**config.mk**
```make
export PLATFORM = sky130hd
export DESIGN_NAME = i2c_scl_gen
export DESIGN_NICKNAME = d
export VERILOG_FILES = /design/src/rtl/i2c_scl_gen_pkg.sv /design/src/rtl/i2c_scl_gen_sync.sv /design/src/rtl/i2c_scl_gen.sv
export SDC_FILE = /design/constraint.sdc
export NUM_CORES = 1
export LEC_CHECK = 0
export CAP_MARGIN = 20
export CORE_UTILIZATION = 57
export CTS_CLUSTER_DIAMETER = 40
export DETAILED_ROUTE_END_ITERATION = 8
export GPL_TIMING_DRIVEN = 0
export PLACE_DENSITY = 0.79
export SLEW_MARGIN = 20
export SYNTH_ARGS = -nofsm -noshare
export SYNTH_HDL_FRONTEND = slang
export SYNTH_SLANG_ARGS = --single-unit
```
**constraint.sdc**
```tcl
create_clock -name clk -period 3.05 [get_ports clk]
set_input_delay 0.61 -clock clk [delete_from_list [all_inputs] [get_ports clk]]
set_output_delay 0.61 -clock clk [all_outputs]
set_load 0.05 [all_outputs]
```
**src/rtl/i2c_scl_gen_pkg.sv**
```systemverilog
// Shared definitions for the I2C SCL burst generator: FSM states and default widths.
package i2c_scl_gen_pkg;

   typedef enum logic [1:0] {
      S_IDLE,
      S_LOW,
      S_HIGH_WAIT,
      S_HIGH
   } scl_state_t;

   localparam int unsigned DEF_DIV_W       = 10;
   localparam int unsigned DEF_CNT_W       = 4;
   localparam int unsigned DEF_STRETCH_MAX = 4095;
   localparam int unsigned DEF_STRETCH_W   = 12;
   localparam int unsigned MIN_HALF        = 2;

endpackage

```
**src/rtl/i2c_scl_gen_sync.sv**
```systemverilog
// Two-flop synchroniser for open-drain pad inputs; resets to the released (high) level.
module i2c_sync
   import i2c_scl_gen_pkg::*;
(
   input  logic clk,
   input  logic rst,
   input  logic d,
   output logic q
);

   logic r_meta;
   logic r_sync;

   always_ff @(posedge clk) begin
      if (rst) begin
         r_meta <= 1'b1;
         r_sync <= 1'b1;
      end else begin
         r_meta <= d;
         r_sync <= r_meta;
      end
   end

   assign q = r_sync;

endmodule

```
**src/rtl/i2c_scl_gen.sv**
```systemverilog
// SCL burst engine: emits n_cycles SCL pulses at a programmable half-period,
// waits out slave clock stretching with a timeout, and emits phase ticks for the shifter.
module i2c_scl_gen
   import i2c_scl_gen_pkg::*;
#(
   parameter int unsigned DIV_W       = DEF_DIV_W,
   parameter int unsigned CNT_W       = DEF_CNT_W,
   parameter int unsigned STRETCH_MAX = DEF_STRETCH_MAX,
   parameter int unsigned STRETCH_W   = DEF_STRETCH_W
) (
   input  logic             clk,
   input  logic             rst,
   input  logic             start,
   input  logic             abort,
   input  logic [DIV_W-1:0] half_period,
   input  logic [CNT_W-1:0] n_cycles,
   input  logic             scl_in,
   output logic             scl_oe,
   output logic             tick_drive,
   output logic             tick_sample,
   output logic             tick_rise,
   output logic             tick_fall,
   output logic             busy,
   output logic             done,
   output logic             stretch_timeout
);

   scl_state_t r_state, w_state_nx;
   logic [DIV_W-1:0]     r_half, w_half_nx, r_ctr, w_ctr_nx;
   logic [CNT_W-1:0]     r_rem, w_rem_nx;
   logic [STRETCH_W-1:0] r_sctr, w_sctr_nx;
   logic r_zero_pend, w_zero_pend_nx;
   logic r_scl_oe, r_drive, r_sample, r_rise, r_fall, r_busy, r_done, r_to;
   logic w_scl_oe_nx, w_drive_nx, w_sample_nx, w_rise_nx, w_fall_nx, w_done_nx, w_to_nx;
   logic w_scl_s;
   logic [DIV_W-1:0] w_half_in, w_half_mid, w_half_last;

   i2c_sync u_scl_sync (
      .clk (clk),
      .rst (rst),
      .d   (scl_in),
      .q   (w_scl_s)
   );

   assign w_half_in   = (half_period < DIV_W'(MIN_HALF)) ? DIV_W'(MIN_HALF) : half_period;
   assign w_half_mid  = r_half >> 1;
   assign w_half_last = r_half - DIV_W'(1);

   always_comb begin
      w_state_nx     = r_state;
      w_half_nx      = r_half;
      w_ctr_nx       = r_ctr;
      w_rem_nx       = r_rem;
      w_sctr_nx      = r_sctr;
      w_zero_pend_nx = 1'b0;
      w_scl_oe_nx    = r_scl_oe;
      w_drive_nx     = 1'b0;
      w_sample_nx    = 1'b0;
      w_rise_nx      = 1'b0;
      w_fall_nx      = 1'b0;
      // an empty burst reports done one cycle after acceptance, like a real burst's edge timing
      w_done_nx      = r_zero_pend;
      w_to_nx        = 1'b0;

      case (r_state)
         S_IDLE: begin
            w_scl_oe_nx = 1'b0;
            if (start) begin
               if (n_cycles != '0) begin
                  w_state_nx  = S_LOW;
                  w_half_nx   = w_half_in;
                  w_rem_nx    = n_cycles;
                  w_ctr_nx    = '0;
                  w_scl_oe_nx = 1'b1;
               end else begin
                  w_zero_pend_nx = 1'b1;
               end
            end
         end
         S_LOW: begin
            w_drive_nx = (r_ctr == w_half_mid);
            if (r_ctr == w_half_last) begin
               w_state_nx  = S_HIGH_WAIT;
               w_scl_oe_nx = 1'b0;
               w_ctr_nx    = '0;
               w_sctr_nx   = STRETCH_W'(1);
            end else begin
               w_ctr_nx = r_ctr + DIV_W'(1);
            end
         end
         S_HIGH_WAIT: begin
            if (r_sctr == STRETCH_W'(STRETCH_MAX)) begin
               w_state_nx = S_IDLE;
               w_to_nx    = 1'b1;
               w_sctr_nx  = '0;
            end else if (w_scl_s) begin
               w_state_nx = S_HIGH;
               w_rise_nx  = 1'b1;
               w_ctr_nx   = '0;
            end else begin
               w_sctr_nx = r_sctr + STRETCH_W'(1);
            end
         end
         S_HIGH: begin
            w_sample_nx = (r_ctr == w_half_mid);
            if (r_ctr == w_half_last) begin
               w_ctr_nx = '0;
               if (r_rem == CNT_W'(1)) begin
                  w_state_nx = S_IDLE;
                  w_done_nx  = 1'b1;
                  w_rem_nx   = '0;
               end else begin
                  w_state_nx  = S_LOW;
                  w_rem_nx    = r_rem - CNT_W'(1);
                  w_fall_nx   = 1'b1;
                  w_scl_oe_nx = 1'b1;
               end
            end else begin
               w_ctr_nx = r_ctr + DIV_W'(1);
            end
         end
         default: w_state_nx = S_IDLE;
      endcase

      if (abort) begin
         w_state_nx     = S_IDLE;
         w_ctr_nx       = '0;
         w_sctr_nx      = '0;
         w_zero_pend_nx = 1'b0;
         w_scl_oe_nx    = 1'b0;
         w_drive_nx     = 1'b0;
         w_sample_nx    = 1'b0;
         w_rise_nx      = 1'b0;
         w_fall_nx      = 1'b0;
         w_done_nx      = 1'b0;
         w_to_nx        = 1'b0;
      end
   end

   always_ff @(posedge clk) begin
      if (rst) begin
         r_state     <= S_IDLE;
         r_half      <= '0;
         r_ctr       <= '0;
         r_rem       <= '0;
         r_sctr      <= '0;
         r_zero_pend <= 1'b0;
         r_scl_oe    <= 1'b0;
         r_drive     <= 1'b0;
         r_sample    <= 1'b0;
         r_rise      <= 1'b0;
         r_fall      <= 1'b0;
         r_busy      <= 1'b0;
         r_done      <= 1'b0;
         r_to        <= 1'b0;
      end else begin
         r_state     <= w_state_nx;
         r_half      <= w_half_nx;
         r_ctr       <= w_ctr_nx;
         r_rem       <= w_rem_nx;
         r_sctr      <= w_sctr_nx;
         r_zero_pend <= w_zero_pend_nx;
         r_scl_oe    <= w_scl_oe_nx;
         r_drive     <= w_drive_nx;
         r_sample    <= w_sample_nx;
         r_rise      <= w_rise_nx;
         r_fall      <= w_fall_nx;
         r_busy      <= (w_state_nx != S_IDLE);
         r_done      <= w_done_nx;
         r_to        <= w_to_nx;
      end
   end

   assign scl_oe          = r_scl_oe;
   assign tick_drive      = r_drive;
   assign tick_sample     = r_sample;
   assign tick_rise       = r_rise;
   assign tick_fall       = r_fall;
   assign busy            = r_busy;
   assign done            = r_done;
   assign stretch_timeout = r_to;

endmodule

```
* Word level (Yosys, flattened, before mapping)
Index checks and enable logic that the tools add are counted.
Widths: inputs -> output; s select.
** Storage, ports and cells
- Bits in registers :: 49
- Logic and storage cells :: 99
- Input port bits :: 19
** Cells by class
- Add/sub/neg operators :: 4
- Mux-type cells :: 38
- Reduce and logical (&&, ||, !) cells :: 19
- Bitwise operators :: 6
- $lt $le $gt $ge :: 1
- Equal/unequal tests :: 15
** Operators by type and width (count)
- $mux 10 :: 6
- $mux 12 :: 3
- $pmux 10 s3 :: 1
- $pmux 12 s2 :: 1
- $mux 4 :: 4
- $mux 2 :: 7
- $mux 1 :: 13
- $add 12x1->12 const B :: 1
- $eq 12x12->1 const B :: 1
- $ne 2x2->1 const B :: 6
- $reduce_and 4->1 :: 3
- $reduce_or 4->1 :: 3
- $add 10x1->10 const B :: 1
- $eq 10x10->1 :: 1
- $eq 10x9->1 :: 1
- $lt 10x2->1 const B :: 1
- $sub 10x1->10 const B :: 1
- $reduce_or 3->1 :: 3
- $pmux 2 s4 :: 1
- $pmux 4 s2 :: 1
- $not 1->1 :: 6
- $reduce_and 3->1 :: 2
- $reduce_bool 2->1 :: 3
- $eq 2x2->1 const B :: 2
- other kinds (10) :: 11

* Depth between registers and ports, before layout
Gate-level depths: netlist of run 1.
- Word-level depth :: 6
- Depth in mapped cells :: 14
- Mapped depth without buffers :: 9

* By module
From an unflattened synthesis of run 1, not the netlist that was laid out.
** Second synthesis, totals
- Cell total of the unflattened synthesis :: 326
- Area total of the unflattened synthesis :: 2735.1 um^2
** By module, submodules not included
- i2c_scl_gen :: cells an instance 322, sequential area each 940.9 um^2, times used 1, area each 2682.6 um^2
- i2c_sync :: cells an instance 4, sequential area each 40.0 um^2, times used 1, area each 52.6 um^2

* Least setup slack after synthesis of run 1
No wires, ideal clock.
- Path kind :: flip-flop to flip-flop
- Start point :: register r_half[0]
- End point :: register r_sctr[7]
- Arrival time :: 2746 ps
- Setup time :: 70 ps
- Data required time :: 2980 ps
- Clock period less this slack :: 2817 ps
- Path slack :: 233 ps
- Stages on the path, launching flop included :: 14
- Cells stage by stage :: dfxtp_1 clkbuf_1 inv_1 ha_1 clkbuf_1 nor2b_1 or3_1 a31oi_1 and4_1 buf_4 a31oi_4 buf_6 or4_1 a21oi_1
** On the way
- Longest elaborated chain between the ends :: 4
** RTL lines
- start, declared :: line i2c_scl_gen.sv:29 : logic [DIV_W-1:0] r_half, w_half_nx, r_ctr, w_ctr_nx;
- start signal, assigned :: line i2c_scl_gen.sv:158 : r_half <= w_half_nx;
- $sub 10x1->10 :: line i2c_scl_gen.sv:47 : assign w_half_last = r_half - DIV_W'(1);
- $eq 10x10->1 :: line i2c_scl_gen.sv:82 : if (r_ctr == w_half_last) begin
- $ne 2x2->1 (no source line)
- $reduce_and 3->1 (no source line)
- end signal, assigned :: line i2c_scl_gen.sv:161 : r_sctr <= w_sctr_nx;
- end, declared :: line i2c_scl_gen.sv:31 : logic [STRETCH_W-1:0] r_sctr, w_sctr_nx;
Every way passes these cells.
A chain may end at the register's enable or synchronous reset.

* Final worst setup path of run 1
- Start point :: register r_half[2]
- End point :: register r_sctr[4]
The elaborated chain is that of the path after synthesis.

==> reports/metrics.cfg, run 1 <==
[finish]
areaGrowthSynthToFinish_pct = 19.8
nNetsFinal = 420
drive_gt1_frac = 0.0865
diodes = 0
final_area_sq_mm = 0.00343
final_cells = 460

[timing]
slew_violations = 0
hold_viol = 0
worst_slack_ns = 0.0813
finalCriticalPeriod_ns = 2.97
fin_crit_sh = 0.973
max_freq_mhz = 337
relSlewSlack = 0.448
setup_viol = 0
setup_tns_ns = 0
tightestPinTransition_ns = 0.825
fin_skew_ns = 0.00499

[logic_synthesis]
synth.avg_cell_area_sq_um = 7.93
yosysSeqAreaShare = 0.343
yosys-top-cells-count = dfxtp_1 (49), nand2_1 (44), a21oi_1 (32), nor2_1 (31), xnor2_1 (22)
yosysTopAreaCell = dfxtp_1
ys_top_cells_by_area = dfxtp_1 (34%), xnor2_1 (6.7%), nand2_1 (5.8%)
synth_edf_count = 0
netlist_area_sq_mm = 0.00286
ys_warn_count = 0
synthArstFlopShare = 0
syn_inst = 361
synth.distinct_cells = 55
ys.flop_type = dfxtp_1
synth-seq-cells = 49
synth.most_common_cell = dfxtp_1
synth_top_area_frac = 0.343
synth_nets = 389

[critical_path]
startpoint_type = flop
critPathCaptureType = flop
cpMostUsedCell = or3_4
reg2reg_to = r_sctr[4]$_SDFFE_PP0P_
reg2reg_slack_ns = 0.08
crit_arrival_ns = 3.21
path_delay_family = simple AND/OR/NAND/NOR gates
cp_data_required_time_ns = 3.29
timing.rr.start = r_half[2]$_SDFFE_PP0P_
path_max_fanout = 9
slowest_delay_ns = 0.46
reg2reg_depth = 9
path_class = reg2reg
worstPathCellList = or3_4 > or3_4 > a2111oi_4 > and4_1 > buf_6 > a31oi_4 > buf_4 > or4_1 > o22ai_1
slowest_stage = or4_1
critical_path_buf_inv_count = 2

[cts]
cts_root_buffer = clkbuf_8
holdBufCountCts = 0
cts_sinks = 49
htree_levels = 2
clkTransAtPathRegs_ns = 0.09
cts_made_buffers = 5
cts_tree = yes
cts_buffer_depth = 2
clock_latency_ns = 0.31

[place]
hpwl_microns = 4770
placed_area_sq_mm = 0.00320
dp_cells = 453
place_ws_ns = -0.144
gp_congestion = 0.850
port_buffers = 25

[power]
pwr_density_cell_mw_per_mm2 = 453
pwr-share-comb = 0.202
vdd_drop_max_uv = 270
swShare = 0.279
switchingPower_mw = 0.434
p_clk_frac = 0.356
p_leak_nw = 1.16
power.internal_mw = 1.12
p_seq_frac = 0.443

[route]
route.detailed.wl_per_inst_microns = 14.8
post-route-drc-count = 0
routed_wl_microns = 6800
drtPass1Iterations = 5
drtAntennaViolNets = 0
via_per_inst = 5.91
first_iter_violations = 248
route.vias.total = 2720

[die]
die_h_microns = 72.9
num_io_pins = 27
die_width_microns = 72.9
core_area_sq_mm = 0.00479
start_util = 0.598
die_area_sq_mm = 0.00531
num_rows = 25

[grt]
grt_pass1_wl_microns = 11400
antenna_found_initial = 0
overflow = 0
grt_max_degree = 16
grt_pass1_vias = 2424
track_usage = 0.276

[min_path]
min_from = u_scl_sync.r_meta$_SDFF_PP1_
worstHoldEndpoint = u_scl_sync.q$_SDFF_PP1_
whs_path_depth = 1
hold_class = reg2reg

[flow_run]
cap_violations = 0

[run_status]
outcome = finished clean

-- worst max-delay path by stage --
stage                                         to                    from  cells after the start
after floorplan           r_sctr[7]$_SDFFE_PP0P_  r_half[0]$_SDFFE_PP0P_                     13
after global placement    r_sctr[2]$_SDFFE_PP0P_  r_half[1]$_SDFFE_PP0P_                     13
after detailed placement   r_ctr[8]$_SDFFE_PP0P_  r_half[0]$_SDFFE_PP0P_                     12
after CTS                 r_sctr[1]$_SDFFE_PP0P_  r_half[0]$_SDFFE_PP0P_                     12
after global routing      r_sctr[8]$_SDFFE_PP0P_  r_half[2]$_SDFFE_PP0P_                      8
final                     r_sctr[4]$_SDFFE_PP0P_  r_half[2]$_SDFFE_PP0P_                      9
-- repair_timing --
item / 4_1_cts / 5_1_grt
pin swaps: 2 / 5
resized for setup: 4 / 15
endpoints found under the setup margin: 22 / 23
setup buffers: 1 / 3
-- power by group through the flow --
stage	clock (mW)	combinational, mW	sequential, mW
floorplan	0	0.206	0.697
global placement	0	0.285	0.691
detailed placement	0	0.292	0.692
CTS	0.559	0.297	0.682
global route	0.585	0.343	0.691
finish	0.553	0.313	0.687
-- flip-flops by register name, indices dropped and copies added, names as in the netlist, 2 cells and up --
name / cells
r_sctr: 12
r_ctr: 10
r_half: 10
r_rem: 4
r_state: 2
-- layer usage --
layer,vias to the layer above,wire length (microns),track usage
met2,69,3200,0.438
met4,0,140,0.0915
met3,12,272,0.0608
li1,1355,-,-
met5,-,0,0
met1,1284,3190,0.371
-- logic make-up after synthesis --
logic type | after synthesis | share of synthesized area
XOR/XNOR | 30 | 0.0918
AO/OA/AOI/OAI | 86 | 0.201
buffers and inverters | 35 | 0.0529
adder cells (fa/ha/maj) | 9 | 0.0393
multiplexers | 1 | 0.00350
flip-flops | 49 | 0.343
AND/OR/NAND/NOR | 151 | 0.269
-- worst reg2reg max path: cells and delay by family, from the launching register on --
family                 cells  cell delay [ns]
buffers and inverters      2             0.31
AOI/OAI and AO/OA          3             0.65
DFF                        1             0.39
and+or+nand+nor            4             1.54
-- placed cells by master, fill, tap and decap left out, types with 5 or more instances in the layout --
cell / n
clkdlybuf4s50_1: 25
nor3_1: 9
inv_1: 10
dfxtp_1: 45
and2_1: 5
nand3_1: 7
o21ai_1: 6
nor2_1: 31
xnor2_1: 22
or4_1: 9
nand4_1: 13
clkbuf_1: 15
nand2_1: 44
o21ai_0: 5
ha_1: 9
o31ai_1: 5
clkbuf_8: 5
a21oi_1: 31
xor2_1: 8
nor2b_1: 6
-- area by class of cell --
| cell class | instances | area, sq um |
|---|---|---|
| flip-flops and latches | 49 | 988 |
| clock buffers | 5 | 68.8 |
| clock inverters | 3 | 65.1 |
| plain buffers | 19 | 86.3 |
| well taps | 67 | 83.8 |
| inverters | 11 | 41.3 |
| multi-input cells | 277 | 1810 |
| repair buffers | 29 | 280 |
| fillers | 383 | 1360 |
-- metrics by stage --
step	hold slack, ns	power (mW)	util
detailed placement	0.408	0.984	0.668
floorplan	0.389	0.903	-
CTS	0.430	1.54	0.700
finish	0.429	1.55	0.716
global placement	0.392	0.976	0.668
global route	0.469	1.62	0.716
(Power assumes the default switching activity.)
==> inputs of run 2 (changes only) <==
--- a/config.mk
+++ b/config.mk
@@ -11,7 +11,6 @@
 export DETAILED_ROUTE_END_ITERATION = 8
 export GPL_TIMING_DRIVEN = 0
 export PLACE_DENSITY = 0.79
-export SLEW_MARGIN = 20
 export SYNTH_ARGS = -nofsm -noshare
 export SYNTH_HDL_FRONTEND = slang
 export SYNTH_SLANG_ARGS = --single-unit
==> results of run 2 <==
Same layout as run 1: the final DEF is identical, and so are final timing and power.
